<file path="config.mk">
export PLATFORM = sky130hd
export DESIGN_NAME = handshake_responder
export DESIGN_NICKNAME = d
export VERILOG_FILES = /design/src/rtl/handshake_responder.sv
export SDC_FILE = /design/constraint.sdc
export NUM_CORES = 1
export LEC_CHECK = 0
export ABC_AREA = 1
export BUFFER_PORTS_ARGS = -buffer_cell sky130_fd_sc_hd__buf_2
export CORE_ASPECT_RATIO = 0.75
export CORE_MARGIN = 2
export CORE_UTILIZATION = 49
export CTS_BUF_LIST = sky130_fd_sc_hd__clkbuf_8 sky130_fd_sc_hd__clkbuf_16
export CTS_CLUSTER_DIAMETER = 50
export CTS_CLUSTER_SIZE = 28
export DETAILED_ROUTE_END_ITERATION = 16
export PLACE_DENSITY = 0.73
export SLEW_MARGIN = 20
export SYNTH_ARGS = -nofsm -noshare
export SYNTH_HDL_FRONTEND = slang
export SYNTH_SLANG_ARGS = --single-unit
</file>
<file path="constraint.sdc">
create_clock -name clk -period 1.2 [get_ports clk]
set_input_delay 0.24 -clock clk [delete_from_list [all_inputs] [get_ports clk]]
set_output_delay 0.24 -clock clk [all_outputs]
set_load 0.05 [all_outputs]
</file>
<file path="src/rtl/handshake_responder.sv">
// Receive-side USB handshake responder: judges a received DATA packet, waits the
// bus turnaround, requests ACK/NAK/STALL from the TX path and commits or drops the data.
module handshake_responder #(
  parameter int unsigned     DLY_W      = 6,
  parameter int unsigned     TO_W       = 8,
  parameter logic [TO_W-1:0] HS_TIMEOUT = 8'd200
) (
  input  logic             clk,
  input  logic             rst,
  input  logic             rx_sop_en,
  input  logic             rx_lt_eop_en,
  input  logic [3:0]       rx_data_pid,
  input  logic             crc16_err,
  input  logic             buf_ready,
  input  logic             stall,
  input  logic             toggle_clr,
  input  logic [DLY_W-1:0] delay_threshold,
  input  logic             tx_hs_ready,
  input  logic             tx_lp_eop_en,
  output logic             tx_hs_req,
  output logic [3:0]       tx_hs_pid,
  output logic             data_commit,
  output logic             data_discard,
  output logic             exp_toggle,
  output logic             hs_busy,
  output logic             hs_abort
);

  localparam logic [3:0] PID_ACK   = 4'b0010;
  localparam logic [3:0] PID_NAK   = 4'b1010;
  localparam logic [3:0] PID_STALL = 4'b1110;
  localparam logic [TO_W-1:0] TO_LAST = HS_TIMEOUT - TO_W'(1);

  typedef enum logic [2:0] {
    S_IDLE = 3'd0,
    S_RX   = 3'd1,
    S_TAT  = 3'd2,
    S_REQ  = 3'd3,
    S_SEND = 3'd4
  } state_t;

  state_t           state_q;
  logic [DLY_W-1:0] dly_q;
  logic [DLY_W-1:0] dly_d;
  logic [TO_W-1:0]  to_q;
  logic [TO_W-1:0]  to_d;

  // DATA0 and DATA1 differ only in bit 3, which is the toggle bit.
  function automatic logic is_data_pid(input logic [3:0] pid);
    return (pid[2:0] == 3'b011);
  endfunction

  // Counter increments shared by the turnaround and timeout paths.
  always_comb begin
    dly_d = dly_q + DLY_W'(1);
    to_d  = to_q + TO_W'(1);
  end

  // Handshake FSM with all outputs registered.
  always_ff @(posedge clk) begin
    if (rst) begin
      state_q      <= S_IDLE;
      dly_q        <= '0;
      to_q         <= '0;
      tx_hs_req    <= 1'b0;
      tx_hs_pid    <= 4'b0000;
      data_commit  <= 1'b0;
      data_discard <= 1'b0;
      exp_toggle   <= 1'b0;
      hs_busy      <= 1'b0;
      hs_abort     <= 1'b0;
    end else begin
      data_commit  <= 1'b0;
      data_discard <= 1'b0;
      hs_abort     <= 1'b0;
      case (state_q)
        S_IDLE: begin
          if (rx_sop_en) begin
            state_q <= S_RX;
            hs_busy <= 1'b1;
          end
        end
        S_RX: begin
          if (rx_lt_eop_en) begin
            if (crc16_err || !is_data_pid(rx_data_pid)) begin
              data_discard <= 1'b1;
              state_q      <= S_IDLE;
              hs_busy      <= 1'b0;
            end else begin
              state_q <= S_TAT;
              dly_q   <= '0;
              if (stall) begin
                tx_hs_pid    <= PID_STALL;
                data_discard <= 1'b1;
              end else if (!buf_ready) begin
                tx_hs_pid    <= PID_NAK;
                data_discard <= 1'b1;
              end else if (rx_data_pid[3] != exp_toggle) begin
                tx_hs_pid    <= PID_ACK;
                data_discard <= 1'b1;
              end else begin
                tx_hs_pid   <= PID_ACK;
                data_commit <= 1'b1;
                exp_toggle  <= ~exp_toggle;
              end
            end
          end
        end
        S_TAT: begin
          if (dly_q == delay_threshold) begin
            state_q   <= S_REQ;
            dly_q     <= '0;
            to_q      <= '0;
            tx_hs_req <= 1'b1;
          end else begin
            dly_q <= dly_d;
          end
        end
        S_REQ: begin
          if (tx_hs_ready) begin
            state_q   <= S_SEND;
            tx_hs_req <= 1'b0;
            to_q      <= to_d;
          end else if (to_q >= TO_LAST) begin
            state_q   <= S_IDLE;
            tx_hs_req <= 1'b0;
            hs_abort  <= 1'b1;
            hs_busy   <= 1'b0;
            to_q      <= '0;
          end else begin
            to_q <= to_d;
          end
        end
        S_SEND: begin
          // A normal end of transmission beats a coincident timeout.
          if (tx_lp_eop_en) begin
            state_q <= S_IDLE;
            hs_busy <= 1'b0;
            to_q    <= '0;
          end else if (to_q >= TO_LAST) begin
            state_q  <= S_IDLE;
            hs_abort <= 1'b1;
            hs_busy  <= 1'b0;
            to_q     <= '0;
          end else begin
            to_q <= to_d;
          end
        end
        default: begin
          state_q   <= S_IDLE;
          tx_hs_req <= 1'b0;
          hs_busy   <= 1'b0;
          dly_q     <= '0;
          to_q      <= '0;
        end
      endcase
      if (toggle_clr) begin
        exp_toggle <= 1'b0;
      end
    end
  end

endmodule
</file>
# == Yosys cells after proc, flatten, opt, wreduce, memory -nomap -nowiden ==
# Index checks and enable logic that the tools add are counted.
# totals
out_inout_bits,10
in_bits,20
elab_cells,93
register_bits,27
# classes
muxes,39
magnitude_cmp,1
n_eq_ne,14
reduce_logical,16
add_sub_neg,2
n_bitwise,11
# ops
operator,n
two-way mux 8 bit,4
case mux 8 bit (4 select lines),1
two-way mux 3 bit,6
two-way mux 6 bit,3
case mux 6 bit (3 select lines),1
two-way mux 1 bit,17
case mux 3 bit (5 select lines),1
!= test 2 bit (second input constant),6
AND reduction 3 bit,4
NOT 1 bit,11
equality test 3 x 2 -> 1 bit (second input constant),3
OR reduction 3 bit,3
adder 8 x 1 -> 8 bit (second input constant),1
>= comparator 8 bit (second input constant),1
two-way mux 4 bit,2
adder 6 x 1 -> 6 bit (second input constant),1
equality test 6 bit,1
AND reduction 6 bit,1
OR reduction 6 bit,1
case mux 1 bit (5 select lines),1
AND reduction 5 bit,1
OR reduction 2 bit,2
equality test 3 x 1 -> 1 bit (second input constant),1
equality test 3 bit (second input constant),1
9 further kinds,9

# == Longest topological paths before layout ==
# logic_depth
depth_word,6
depth_mapped,11
depth_no_buf,10

# == Least setup slack after synthesis ==
# Ideal clock, no wire load.
# synth_path
kind,register to register
startpoint,register exp_toggle
endpoint,register exp_toggle
setup_ps,117
required_time_ps,1083
path_stages_with_launch,6
setup_slack_ps,-186
t_arrival_ps,1270
synth_period_minus_slack_ps,1386
path_buffers,0
path_cell_list,dfxtp_1 > xor2_1 > nor3_1 > nand3_1 > nand2_1 > nor2_1
# synth_via
elab_chain_cells,3
word_cells_on_any_way,4
cone_classes,eq/ne (1); bitwise (2); reduce/logical (1)
# synth_rtl
element,line,text
from (decl),24,"output logic exp_toggle,"
from (signal assigned),104,exp_toggle <= ~exp_toggle;
!= test 1 bit,98,end else if (rx_data_pid[3] != exp_toggle) begin
NOT 1 bit (no line),n/a,
AND reduction 6 bit (no line),n/a,
# Several ways; a longest one is shown, not always the timed one.
# A chain may end at the register's enable or synchronous reset.

# == Worst setup path after layout ==
# layout_path
startpoint,register state_q[0]
endpoint,register dly_q[0]
# layout_via
elab_chain_cells,4
word_cells_on_any_way,11
cone_classes,eq/ne (6); mux (1); bitwise (1); reduce/logical (3)
# layout_rtl
element,line,text
from (decl),42,state_t state_q;
from (signal assigned),62,state_q <= S_IDLE;
from (signal assigned),79,state_q <= S_RX;
from (signal assigned),87,state_q <= S_IDLE;
"equality test 3 bit, or another cell as far along",76,case (state_q)
OR reduction 3 bit (no line),n/a,
NOT 1 bit (no line),n/a,
AND reduction 3 bit (no line),n/a,
to (signal assigned),116,dly_q <= dly_d;
to (decl),43,logic [DLY_W-1:0] dly_q;
# Several ways; a longest one is shown, not always the timed one.

==> metrics.cfg <==
[worst_setup_path]
cp.required_ps=1380
path_max_fanout=4
cp-end-kind=register
crit_type=register to register
startpoint_type=register
arrival_ps=1580
r2r_setup_slack_ps=-200

[clock_network]
clk_path_buf_depth=2
htree_levels=1
clk_latency_ps=270
cts.sinks=26
cts_hold_buf=0
tritoncts=done
cts.root.buffer_cell=clkbuf_8
numCtsBuffers=3
clk_pin_slew_ps=90

[synth]
synth-seq-cells=26
synth.avg_cell_area_um2=6.49
yosys.area.top_type=dfxtp_1
yosysWarnings=0
synth_top_area_share_pct=33.5
ys_top_cells_by_area=dfxtp_1 (34%), nand2_1 (15%), nor2_1 (8.0%)
synth_cells=239
ys_types=31
synthesis.area_mm2=0.00155
synthesis.nets=261
ys_seq_area_share_pct=33.5

[hold_path]
hold_class=input pin to register

[place]
gp_congestion=0.871
io_buffer_count=28
hpwlAfterDp_um=2770

[status]
outcome=complete, but fails checks
violations=negative setup slack

[grt]
grt_max_degree=15
track_usage_pct=25.7
grt_first_pass_wirelength_um=6940
grt_overflow=0
antenna_found_initial=0
first_global_vias=1554

[detailed_routing]
drtPass1Iterations=4
drc=0
ant_nets=0
wl_per_cell_um=13.9
drt-initial-drc-count=193
routed_wl_um=4870
via_per_inst=5.33
num_vias=1859

[layout]
multiInputGateArea_mm2=0.00106
drive_above_1_share_pct=48.6
n_fill_cell=205
diodes=0
final_nets=334
fin_util_pct=78.8
area_delta_synth_final_pct=51.3
regArea_um2=543

[floorplan]
coreArea_mm2=0.00298
rows=17
num_io_pins=30
die_w_um=69.0
die_area_mm2=0.00364
start_util_pct=52.1
chipHeight_um=52.7

[timing]
grt_setup_unrepaired=true
setup_viol=20
hold_viol_final=0
fin_skew_ps=6.82
period_needed_ps=1400
fin_crit_sh_pct=117
fin_setup_tns_ps=-2530
finalMaxSlewViolations=0
worst_slack_ps=-202
clock.fmax_mhz=713

[run]
cap_violations=0

[power_and_ir_drop]
p_leak_nw=1.12
ir_drop_mv=0.683
power.density_mw_per_mm2=848

-- flip-flops by register name, indices dropped and copies added (netlist names) --
| name | cells |
|---|---|
| to_q | 8 |
| dly_q | 6 |
| state_q | 3 |
| tx_hs_pid | 3 |
| data_commit | 1 |
| data_discard | 1 |
| exp_toggle | 1 |
| hs_abort | 1 |
| hs_busy | 1 |
| tx_hs_req | 1 |
-- layout make-up --
cell class                      count  share of cell area, %
Clock buffer                        4                   2.35
Inverter                           38                   6.34
Timing Repair Buffer               71                   21.2
Sequential cell                    26                   23.1
Multi-Input combinational cell    172                   45.0
Tap cell                           38                   2.03
-- final timing paths --
path	startpoint	end	cells past startpoint
max reg2reg	state_q[0]	dly_q[0]	6
min reg2reg	tx_hs_pid[1]	tx_hs_pid[1]	2
min	toggle_clr	exp_toggle	4
max	state_q[0]	dly_q[0]	6
-- synthesized netlist by cell type --
library cell,n
dfxtp_1,26
nor2_1,33
inv_2,9
inv_1,28
nand3_4,1
o21bai_4,1
or2_2,2
nand2_4,1
nand2_2,2
a21oi_1,14
clkbuf_1,1
xor2_1,4
conb_1,1
clkbuf_4,1
nand2_1,60
buf_8,1
nor2_4,2
nor2b_1,1
ha_1,2
nand3b_1,3
buf_4,1
a31oi_1,1
nor3_1,3
nand3_1,20
o21ai_1,2
clkinv_1,1
o21ai_0,7
nand4_1,5
a211oi_1,1
nor2_2,2
nand3_2,3
-- what timing repair did --
item                                    CTS  global route
endpoints found under the setup margin   24            24
pin swaps                                 9            19
resized for setup                        27            44
cloned                                    1             0
setup buffers                             4             5
-- metal layers --
| layer | part of all wire [%] | GRT usage [%] |
|---|---|---|
| met5 | 0 | 0 |
| met1 | 42 | 36.0 |
| met2 | 44 | 38.5 |
| met3 | 10 | 6.67 |
| met4 | 3.8 | 7.52 |
-- metrics by stage --
stage / cells / area, µm² / power, mW / hold WS, ps / worst slack, ps
6_report: 349 / 2350 / 1.99 / 197 / -202
4_1_cts: 345 / 2170 / 1.94 / 190 / -141
3_5_place_dp: 336 / 1990 / 1.33 / 457 / -165
2_1_floorplan: 239 / 1560 / 1.18 / 318 / -32.6
3_3_place_gp: 336 / 1990 / 1.32 / 456 / -122
5_1_grt: 349 / 2350 / 2.09 / 205 / -277
-- logic make-up (layout without fill, tap and decap cells) --
| group | Yosys count | count (layout) | synth area share [%] |
|---|---|---|---|
| other cells | 1 | 1 | 0.242 |
| compound gates | 26 | 27 | 9.52 |
| flops | 26 | 26 | 33.5 |
| xor+xnor | 4 | 4 | 2.26 |
| simple gates | 138 | 138 | 41.5 |
| buf+inv | 42 | 113 | 11.4 |
| fa+ha+maj | 2 | 2 | 1.61 |
-- critical path, stage by stage (launching register included) --
cell      delay [ps]
dfxtp_4          380
nor2_4           170
nand2_1          130
nand3_2          110
o21bai_4         160
nand2_1          120
a21oi_1          230
-- report_power, final --
group / internal (mW) / switching (mW) / leakage, nW
registers: 0.887 / 0.0274 / 0.217
logic: 0.208 / 0.305 / 0.875
clock network: 0.293 / 0.270 / 0.0288
total: 1.39 / 0.602 / 1.12
-- placed cells by master, fill, tap and decap left out, types with 2 or more instances in the layout --
cell type  instances
nor2_2             2
buf_6              5
inv_4              2
ha_4               2
nand2_4            2
dfxtp_1           14
nand2_2           16
nand3b_1           3
nor2_4             5
dfxtp_4            3
nor3_1             2
inv_1             25
nand3_1           12
a21oi_2            3
inv_2             10
buf_4             37
nand2_1           44
dfxtp_2            9
nand3_2           11
o21bai_4           2
o21ai_1            3
o21ai_0            5
nand4_1            5
clkbuf_8           4
xor2_1             4
a21oi_1           11
buf_2             27
nor2_1            30
No activity file was read; power rests on OpenSTA's default activity.
